--- config.mk ---
export PLATFORM = sky130hd
export DESIGN_NAME = fetch_unit
export DESIGN_NICKNAME = d
export VERILOG_FILES = /design/src/rtl/fetch_unit.sv
export SDC_FILE = /design/constraint.sdc
export NUM_CORES = 1
export LEC_CHECK = 0
export ABC_AREA = 1
export CORE_MARGIN = 8
export CORE_UTILIZATION = 48
export CTS_BUF_LIST = sky130_fd_sc_hd__clkbuf_2 sky130_fd_sc_hd__clkbuf_4 sky130_fd_sc_hd__clkbuf_8
export DETAILED_ROUTE_END_ITERATION = 8
export GPL_TIMING_DRIVEN = 0
export PLACE_DENSITY = 0.69
export SLEW_MARGIN = 20
export SYNTH_ARGS = -nofsm -noshare
export SYNTH_HDL_FRONTEND = slang
export SYNTH_SLANG_ARGS = --single-unit
--- constraint.sdc ---
create_clock -name clk_in -period 3.6 [get_ports clk_in]
set_input_delay 0.72 -clock clk_in [delete_from_list [all_inputs] [get_ports clk_in]]
set_output_delay 0.72 -clock clk_in [all_outputs]
set_load 0.02 [all_outputs]
--- src/rtl/fetch_unit.sv ---
// Instruction fetch front end: issues in-order BRAM reads, absorbs read latency
// in a credit-limited skid buffer and presents {instruction, pc} to the queue.
module fetch_unit #(
  parameter logic [31:0] RESET_PC     = 32'h0000_0000,
  parameter int unsigned READ_LATENCY = 2,
  parameter int unsigned BUF_DEPTH    = 4,
  parameter int unsigned IMEM_WORDS   = 4096
) (
  input  logic                          clk_in,
  input  logic                          rst_in,
  output logic [$clog2(IMEM_WORDS)-1:0] imem_addr_out,
  output logic                          imem_en_out,
  input  logic [31:0]                   imem_data_in,
  input  logic                          iq_ready_in,
  output logic                          valid_out,
  output logic [31:0]                   instruction_out,
  output logic [31:0]                   pc_out,
  input  logic                          redirect_in,
  input  logic [31:0]                   redirect_pc_in
);

  localparam int unsigned ADDR_W = $clog2(IMEM_WORDS);
  localparam int unsigned PTR_W  = $clog2(BUF_DEPTH);
  localparam int unsigned CNT_W  = $clog2(BUF_DEPTH + READ_LATENCY + 1) + 1;

  logic [31:0]             fetch_pc_q, fetch_pc_d;
  logic [READ_LATENCY-1:0] slot_v_q;
  logic [31:0]             slot_pc_q [READ_LATENCY];
  logic [31:0]             buf_data_q [BUF_DEPTH];
  logic [31:0]             buf_pc_q [BUF_DEPTH];
  logic [PTR_W-1:0]        head_q, tail_q;
  logic [CNT_W-1:0]        count_q, count_d;
  logic [CNT_W-1:0]        inflight;
  logic                    pop, push, issue;

  function automatic logic [PTR_W-1:0] ptr_inc(input logic [PTR_W-1:0] p);
    return (p == PTR_W'(BUF_DEPTH - 1)) ? '0 : p + PTR_W'(1);
  endfunction

  // Credit check counts buffered plus in-flight entries, net of this cycle's pop
  always_comb begin
    inflight = '0;
    for (int i = 0; i < int'(READ_LATENCY); i++) begin
      inflight = inflight + CNT_W'(slot_v_q[i]);
    end
    valid_out       = (count_q != '0) && !redirect_in && !rst_in;
    pop             = valid_out && iq_ready_in;
    push            = slot_v_q[READ_LATENCY-1];
    issue           = !rst_in && !redirect_in &&
                      ((count_q + inflight - CNT_W'(pop)) < CNT_W'(BUF_DEPTH));
    imem_en_out     = issue;
    imem_addr_out   = rst_in ? RESET_PC[ADDR_W+1:2] : fetch_pc_q[ADDR_W+1:2];
    instruction_out = buf_data_q[head_q];
    pc_out          = buf_pc_q[head_q];
    fetch_pc_d      = issue ? fetch_pc_q + 32'd4 : fetch_pc_q;
    count_d         = count_q + CNT_W'(push) - CNT_W'(pop);
  end

  always_ff @(posedge clk_in) begin
    if (rst_in) begin
      fetch_pc_q <= RESET_PC;
      head_q     <= '0;
      tail_q     <= '0;
      count_q    <= '0;
      slot_v_q   <= '0;
      for (int i = 0; i < int'(READ_LATENCY); i++) slot_pc_q[i] <= '0;
      for (int i = 0; i < int'(BUF_DEPTH); i++) begin
        buf_data_q[i] <= '0;
        buf_pc_q[i]   <= '0;
      end
    end else if (redirect_in) begin
      // Drop everything; reads already issued return into invalid slots
      fetch_pc_q <= redirect_pc_in & ~32'h3;
      head_q     <= '0;
      tail_q     <= '0;
      count_q    <= '0;
      slot_v_q   <= '0;
    end else begin
      fetch_pc_q <= fetch_pc_d;
      count_q    <= count_d;
      for (int i = int'(READ_LATENCY) - 1; i > 0; i--) begin
        slot_v_q[i]  <= slot_v_q[i-1];
        slot_pc_q[i] <= slot_pc_q[i-1];
      end
      slot_v_q[0]  <= issue;
      slot_pc_q[0] <= fetch_pc_q;
      if (push) begin
        buf_data_q[tail_q] <= imem_data_in;
        buf_pc_q[tail_q]   <= slot_pc_q[READ_LATENCY-1];
        tail_q             <= ptr_inc(tail_q);
      end
      if (pop) head_q <= ptr_inc(head_q);
    end
  end

  overflow_a: assert property (@(posedge clk_in) disable iff (rst_in || redirect_in)
    !(push && !pop && (count_q == CNT_W'(BUF_DEPTH))));

endmodule

==> results.txt, run 1 <==
----------------------------------------------------
[Run status]
  Outcome ... complete, no violations

[Synthesis]
  Syn Std Cell Area ... ~16000 um2
  Sequential cell area fraction in the yosys report ... between 60% and 70%
  Post-synth ARST share ... 0%
  Leading post-synthesis cells by cell area ... edfxtp_1 59%, nor2_1 12%, dfxtp_1 5.4%
  Most numerous cell in the Yosys netlist ... nor2_1
  Cells after Synth ... approximately 1600
  Cell types with the highest counts after synthesis ... 496 x nor2_1, 308 x edfxtp_1, 176 x nand2_1
  Synth warnings ... 0
  Per-instance average area after synthesis ... slightly below 10 um2
  Main synth FF type ... edfxtp_1
  Seq cells post-synth ... 350
  Area share of the largest cell type after synthesis ... about 59%
  Number of unique standard cell types used by synthesis ... 34
  Number of enable-type register cells in the synthesized netlist ... 308
  Cell accounting for the most synthesized area ... edfxtp_1

[Timing]
  Hold_ws ... approximately 0.45 ns
  Summed negative setup slack over all endpoints ... 0 ns
  Setup violations, final ... 0
  Number of endpoints with negative hold slack in the final report ... 0
  Fin worst setup slack ... 0.0976 ns
  Worst Skew ... ~0.035 ns
  Maximum clock frequency ... ~290 MHz
  Slew Limit Fails ... 0
  Post-layout min period ... roughly 3.5 ns
  Portion of the clock cycle consumed by the worst path in the final layout ... 97.3%
  Headroom to the max-slew limit ... 60.3%
  Worst Tran Pin Value ... ~0.6 ns

[Pwr]
  Largest voltage drop on the vdd net ... 0.233 mV
  Switching pwr ... 1.96 mW
  Static leakage ... 7.54 nW
  Post-route total power ... 8.63 mW
  Switching share of power ... ~23%
  Power density normalized to cell area ... roughly 460 nW/um2
  Clock power frac ... 39.4%
  Combinational Power Share ... 6.7%
  Total internal power ... ~6.7 mW
  Part of the total power dissipated in sequential elements ... about 54%

[Route]
  Detailed-route vias per instance ... about 5.2
  DRC marker count from the first detailed-route iteration ... roughly 820
  Routed length per placed instance ... 17.5 um
  Total via count in the routed design ... 11700
  Total wire length ... 39.6 mm
  First drt pass iteration count ... 5
  DR DRC count ... 0
  Post-detailed-route count of antenna-violating nets ... 0

[GRT]
  Overall routing resource usage ... a little over 20%
  Number of global-route vias before repair ... 11700
  Global-route wire length before repair ... approximately 62 mm
  Pin count of the biggest net entering global routing ... 42
  Initial antenna violation count ... 0
  Remaining Overflow, GRT ... 0

[Placed design]
  GPL Wtd Cong ... just over 0.9
  Standard cell area after detailed placement ... ~18000 um2
  Count of buffers inserted at the top-level ports ... 140
  DP Wirelength ... 26.8 mm
  Worst slack at placement ... -1.33 ns

[Worst setup path]
  CP startpoint kind ... register
  CP Data Required Time ... between 2 and 3 ns
  Type of the worst setup path ... register to primary output
  Arrival @ worst endpoint ... 2.78 ns
  Largest fanout on the critical path ... 10
  Critical Path Sink Type ... primary output

[Final layout]
  Fraction of layout instances using a drive strength above 1 ... 11.4%
  Antenna cell count ... 0
  Design Area, Final ... 18900 um2
  Nets@finish ... about 1900
  Area grow syn2layout ... 21.3%
  Number of fill cells ... about 2800

[Die]
  Width of the chip ... between 150 and 200 um
  Die Y-Extent ... between 150 and 200 um
  Total core area ... approximately 32000 um2
  Row count ... 66
  Full die area ... around 38000 um2
  Starting Density ... 48.4%
  Number of top-level pins ... around 150

[Clocking]
  Number of clock buffers inserted by TritonCTS ... 57
  Clock tree buffer depth ... 3
  Latest clock arrival within the worst-skew pair ... ~0.60 ns
  CTS tree ... done
  Clock tree sinks ... between 300 and 400
  Clock-pin slew reported for the worst setup and hold paths after clock tree synthesis ... around 0.060 ns
  Count of hold-fix buffers inserted at cts ... 0
  H-tree depth ... 2
  Root Driver ... clkbuf_8

[Hold path]
  Min-delay worst type ... register to register

[Job]
  Max-Cap Viols ... 0

----------------------------------------------------
per-layer routing:
metal | part of all wire [%] | GRT usage (%)
met1 | 41 | 25.1
met2 | 48 | 34.5
met3 | 7.4 | 4.32
met4 | 3.2 | 7.52
met5 | 0 | 0
final cells by class:
| class | instances | area (um2) | share of cell area [%] |
|---|---|---|---|
| Tap cell | 408 | 510 | 2.70 |
| Clock buffer | 84 | 1010 | 5.36 |
| Buffer | 84 | 420 | 2.23 |
| Timing Repair Buffer | 153 | 1580 | 8.35 |
| Sequential cell | 350 | 10100 | 53.4 |
| Inverter | 168 | 637 | 3.37 |
| Clock inverter | 19 | 116 | 0.616 |
| Multi-Input combinational cell | 999 | 4530 | 24.0 |
sequential cells by signal, summed over array words and instances, names as in the netlist, named ones only:
register,cells
slot_v_q,2
tail_q,2
slot_pc_q,60
buf_data_q,128
count_q,4
buf_pc_q,120
fetch_pc_q,30
head_q,2
layout by cell type (no fill, tap or decap), types with 11 or more instances in the layout:
cell type,synthesis,routed
o21ai_0,130,130
clkdlybuf4s50_1,0,127
edfxtp_1,308,308
nand2_1,176,168
nand3_1,65,64
inv_2,7,11
clkbuf_8,0,61
clkinv_1,0,11
clkbuf_4,0,25
o22ai_1,62,62
dfxtp_1,42,40
inv_1,161,155
clkbuf_1,40,18
nor2_1,496,496
clkbuf_2,0,19
buf_4,5,13
buf_2,33,33
nand2_2,7,12
a21oi_1,13,13
through the flow:
step           instances  util, %
2_1_floorplan       1603        -
3_3_place_gp        2151     54.4
3_5_place_dp        2156     54.8
4_1_cts             2261     58.4
5_1_grt             2265     58.7
6_report            2265     58.7
path summary, 6_finish.rpt:
| path | start | endpoint | slack (ns) | depth (start not counted) |
|---|---|---|---|---|
| max | register | pc_out[25] | 0.1 | 7 |
| min | slot_v_q[0] | slot_v_q[1] | 0.45 | 2 |
| max reg2reg | count_q[2] | fetch_pc_q[21] | 0.98 | 21 |
| min reg2reg | slot_v_q[0] | slot_v_q[1] | 0.45 | 2 |
repair_timing:
| item | CTS | global route |
|---|---|---|
| pin swaps | 2 | 8 |
| gates cloned | 0 | 0 |
| buffers inserted | 3 | 5 |
| endpoints found under the setup margin | 61 | 39 |
| hold endpoints to repair | 0 | 0 |
| resized for setup | 33 | 33 |
worst max-delay path: stages, from the launching register on:
cell	delay [ns]
dfxtp_1	0.31
clkbuf_4	0.21
clkinvlp_4	0.19
buf_4	0.22
buf_2	0.28
nor2_1	0.07
o22ai_1	0.26
clkdlybuf4s50_1	0.66
power groups by stage:
stage / combinational (mW) / sequential (mW) / clock [mW]
floorplan: 0.311 / 4.72 / 0
CTS: 0.588 / 4.65 / 3.47
global placement: 0.558 / 4.74 / 0
finish: 0.582 / 4.65 / 3.40
global route: 0.636 / 4.67 / 3.63
detailed placement: 0.582 / 4.73 / 0
kinds of logic after synthesis:
kind of cell	count (synthesis)	synth area share (%)
buffers and inverters	254	6.60
DFF	350	64.8
adders and majority gates	12	1.01
other	1	0.0241
AOI/OAI and AO/OA	219	7.74
xor gates and xnor gates	5	0.281
and+or+nand+nor	761	19.5
No activity file was read; power rests on OpenSTA's default activity.
==> run 2, diff against run 1 <==
PLACE_DENSITY = 0.67   (was 0.69)
==> results.txt, run 2 (synthesis gave the netlist of run 1 again) <==
----------------------------------------------------
[Final layout]
  Nets@finish ... approximately 1900
  Number of fill cells ... 2798
  Fraction of layout instances using a drive strength above 1 ... 10.7%
  Largest Register ... buf_data_q
  Design Area, Final ... between 15000 and 20000 um2
  Area grow syn2layout ... 20.8%
  Number of flip-flops under the largest register name ... ~130
  Leading registers by flop count ... buf_data_q x128, buf_pc_q x120, slot_pc_q x60
  Antenna cell count ... 0
  Leading cell types in the layout, fill and taps excluded ... 496 x nor2_1, 308 x edfxtp_1, 170 x nand2_1
  Leading cell type in the layout, fill and taps excluded ... nor2_1
  Non-filler cells, final ... 2267
  Share of the core filled with cells ... approximately three fifths

[Worst setup path]
  Largest fanout on the critical path ... 10
  Critical Path Sink Type ... primary output
  Critical path buffers and inverters ... 2
  Type of the worst setup path ... register to primary output
  Reg-to-Reg Start ... count_q[3]
  CP Data Required Time ... 2.88 ns
  Crit path max-delay cell type ... dfxtp_1
  Delay-heaviest family, CP ... buffers and inverters
  Arrival @ worst endpoint ... about 2.8 ns
  RR Endpoint ... fetch_pc_q[28]
  CP startpoint kind ... register
  Delay contributed by the slowest stage of the critical path ... between 0.6 and 0.7 ns
  R2R cell count ... 21
  Setup slack on the worst flop-to-flop path ... approximately 0.96 ns
  Cell chain of the critical path ... clkbuf_1 > o21ai_0 > o22ai_1 > clkdlybuf4s50_1

[Timing]
  Worst Skew ... approximately 0.025 ns
  Worst Tran Pin Value ... about 0.72 ns
  Setup violations, final ... 0
  Slew Limit Fails ... 0
  Headroom to the max-slew limit ... roughly half
  Summed negative setup slack over all endpoints ... 0 ns
  Maximum clock frequency ... ~280 MHz
  Portion of the clock cycle consumed by the worst path in the final layout ... between 90% and 100%
  Number of endpoints with negative hold slack in the final report ... 0
  Setup repair after global routing missed its margin ... true
  Post-layout min period ... roughly 3.5 ns

[Pwr]
  Static leakage ... 7.46 nW
  Largest voltage drop on the vdd net ... roughly 0.24 mV
  Post-route total power ... 8.52 mW
  Power density normalized to cell area ... ~450 nW/um2

[Route]
  DRC marker count from the first detailed-route iteration ... roughly 930
  Post-detailed-route count of antenna-violating nets ... 0
  Detailed-route vias per instance ... between 5 and 6
  First drt pass iteration count ... 5
  Routed length per placed instance ... 17.4 um
  Total wire length ... 39.5 mm
  DR DRC count ... 0
  Total via count in the routed design ... roughly 12000

[Die]
  Full die area ... around 38000 um2
  Total core area ... about 32000 um2
  Die Y-Extent ... 196 um
  Width of the chip ... 196 um
  Row count ... 66
  Number of top-level pins ... between 100 and 150
  Starting Density ... roughly 48%

[GRT]
  Remaining Overflow, GRT ... 0
  Pin count of the biggest net entering global routing ... just over 60
  Number of global-route vias before repair ... 11500
  Overall routing resource usage ... between 20 and 25%
  Initial antenna violation count ... 0
  Global-route wire length before repair ... roughly 62 mm

[Clocking]
  H-tree depth ... 2
  Latest clock arrival within the worst-skew pair ... roughly 0.59 ns
  Clock tree sinks ... 350
  Clock tree buffer depth ... 3
  Clock-pin slew reported for the worst setup and hold paths after clock tree synthesis ... 0.06 ns
  Count of hold-fix buffers inserted at cts ... 0
  CTS tree ... done
  Number of clock buffers inserted by TritonCTS ... 57
  Root Driver ... clkbuf_8

[Hold path]
  WHS Endpoint ... slot_v_q[1]
  Depth of the worst hold-timing path ... 2
  Hold path start ... slot_v_q[0]
  Min-delay worst type ... register to register

[Placed design]
  Post-placement cell count ... around 2200
  Count of buffers inserted at the top-level ports ... 140
  Standard cell area after detailed placement ... 17600 um2
  DP Wirelength ... roughly 26 mm
  GPL Wtd Cong ... around 0.95

[Run status]
  Outcome ... complete, no violations

[Job]
  Max-Cap Viols ... 0

----------------------------------------------------
[run 2: cell count changes in the layout (fill, tap and decap cells not counted), sizes merged]
cell	before	now
clkinv	16	33
clkbuf	123	108
clkdlybuf4s50	127	132
dlymetal6s2s	7	4
dlygate4sd2	4	2
[run 2: how the worst max path moves through the flow]
stage                     cells past startpoint   startpoint  slack, ns               end
after floorplan                              17  redirect_in       0.06       imem_en_out
after global placement                        7       rst_in      -1.69  buf_data_q[2][3]
after detailed placement                     18       rst_in      -1.29       imem_en_out
after CTS                                    18       rst_in      -0.07       imem_en_out
after global routing                         16   count_q[3]     -0.009       imem_en_out
final                                         4     register       0.08        pc_out[25]
[run 2: timing repair]
item / CTS / global route
setup buffers: 3 / 4
pin swaps: 3 / 6
endpoints found under the setup margin: 61 / 23
resized for setup: 29 / 30
[run 2: layout make-up]
cell class | count | area (um2) | area share (%)
clock buffer | 71 | 902 | 4.79
sequential | 350 | 10100 | 53.6
multi-input combinational | 999 | 4520 | 24.0
timing repair buffer | 151 | 1550 | 8.21
clock inverter | 36 | 190 | 1.01
inverter | 168 | 642 | 3.41
buffer | 84 | 417 | 2.21
tap | 408 | 510 | 2.71
[run 2: power breakdown]
part	switching, mW	internal, mW
Sequential	0.0676	4.58
Combinational	0.367	0.216
Clock	1.56	1.73
Total	2.00	6.53
[run 2: worst min-delay path, delay by kind of cell (launching register included)]
family | cells | cell delay (ns)
buf+inv | 1 | 0.05
flops | 1 | 0.31
simple gates | 1 | 0.04
[run 2: per-layer routing]
metal	vias to the layer above	wire [um]	global-route usage (%)
met4	0	834	5.87
met1	5496	16600	26.4
met3	61	2780	3.67
met2	380	19300	34.4
met5	-	0	0
li1	5733	-	-
[run 2: through the flow]
| step | worst slack, ns | hold WS [ns] |
|---|---|---|
| 6_report | 0.0821 | 0.438 |
| 5_1_grt | -0.00867 | 0.458 |
| 4_1_cts | -0.0698 | 0.437 |
| 3_5_place_dp | -1.29 | 0.427 |
| 3_3_place_gp | -1.69 | 0.423 |
| 2_1_floorplan | 0.0567 | 0.408 |
==> run 3, diff against run 2 <==
CTS_CLUSTER_SIZE = 24   (was not set)
==> results of run 3 <==
Final layout, timing and power as in run 2 (identical DEF).
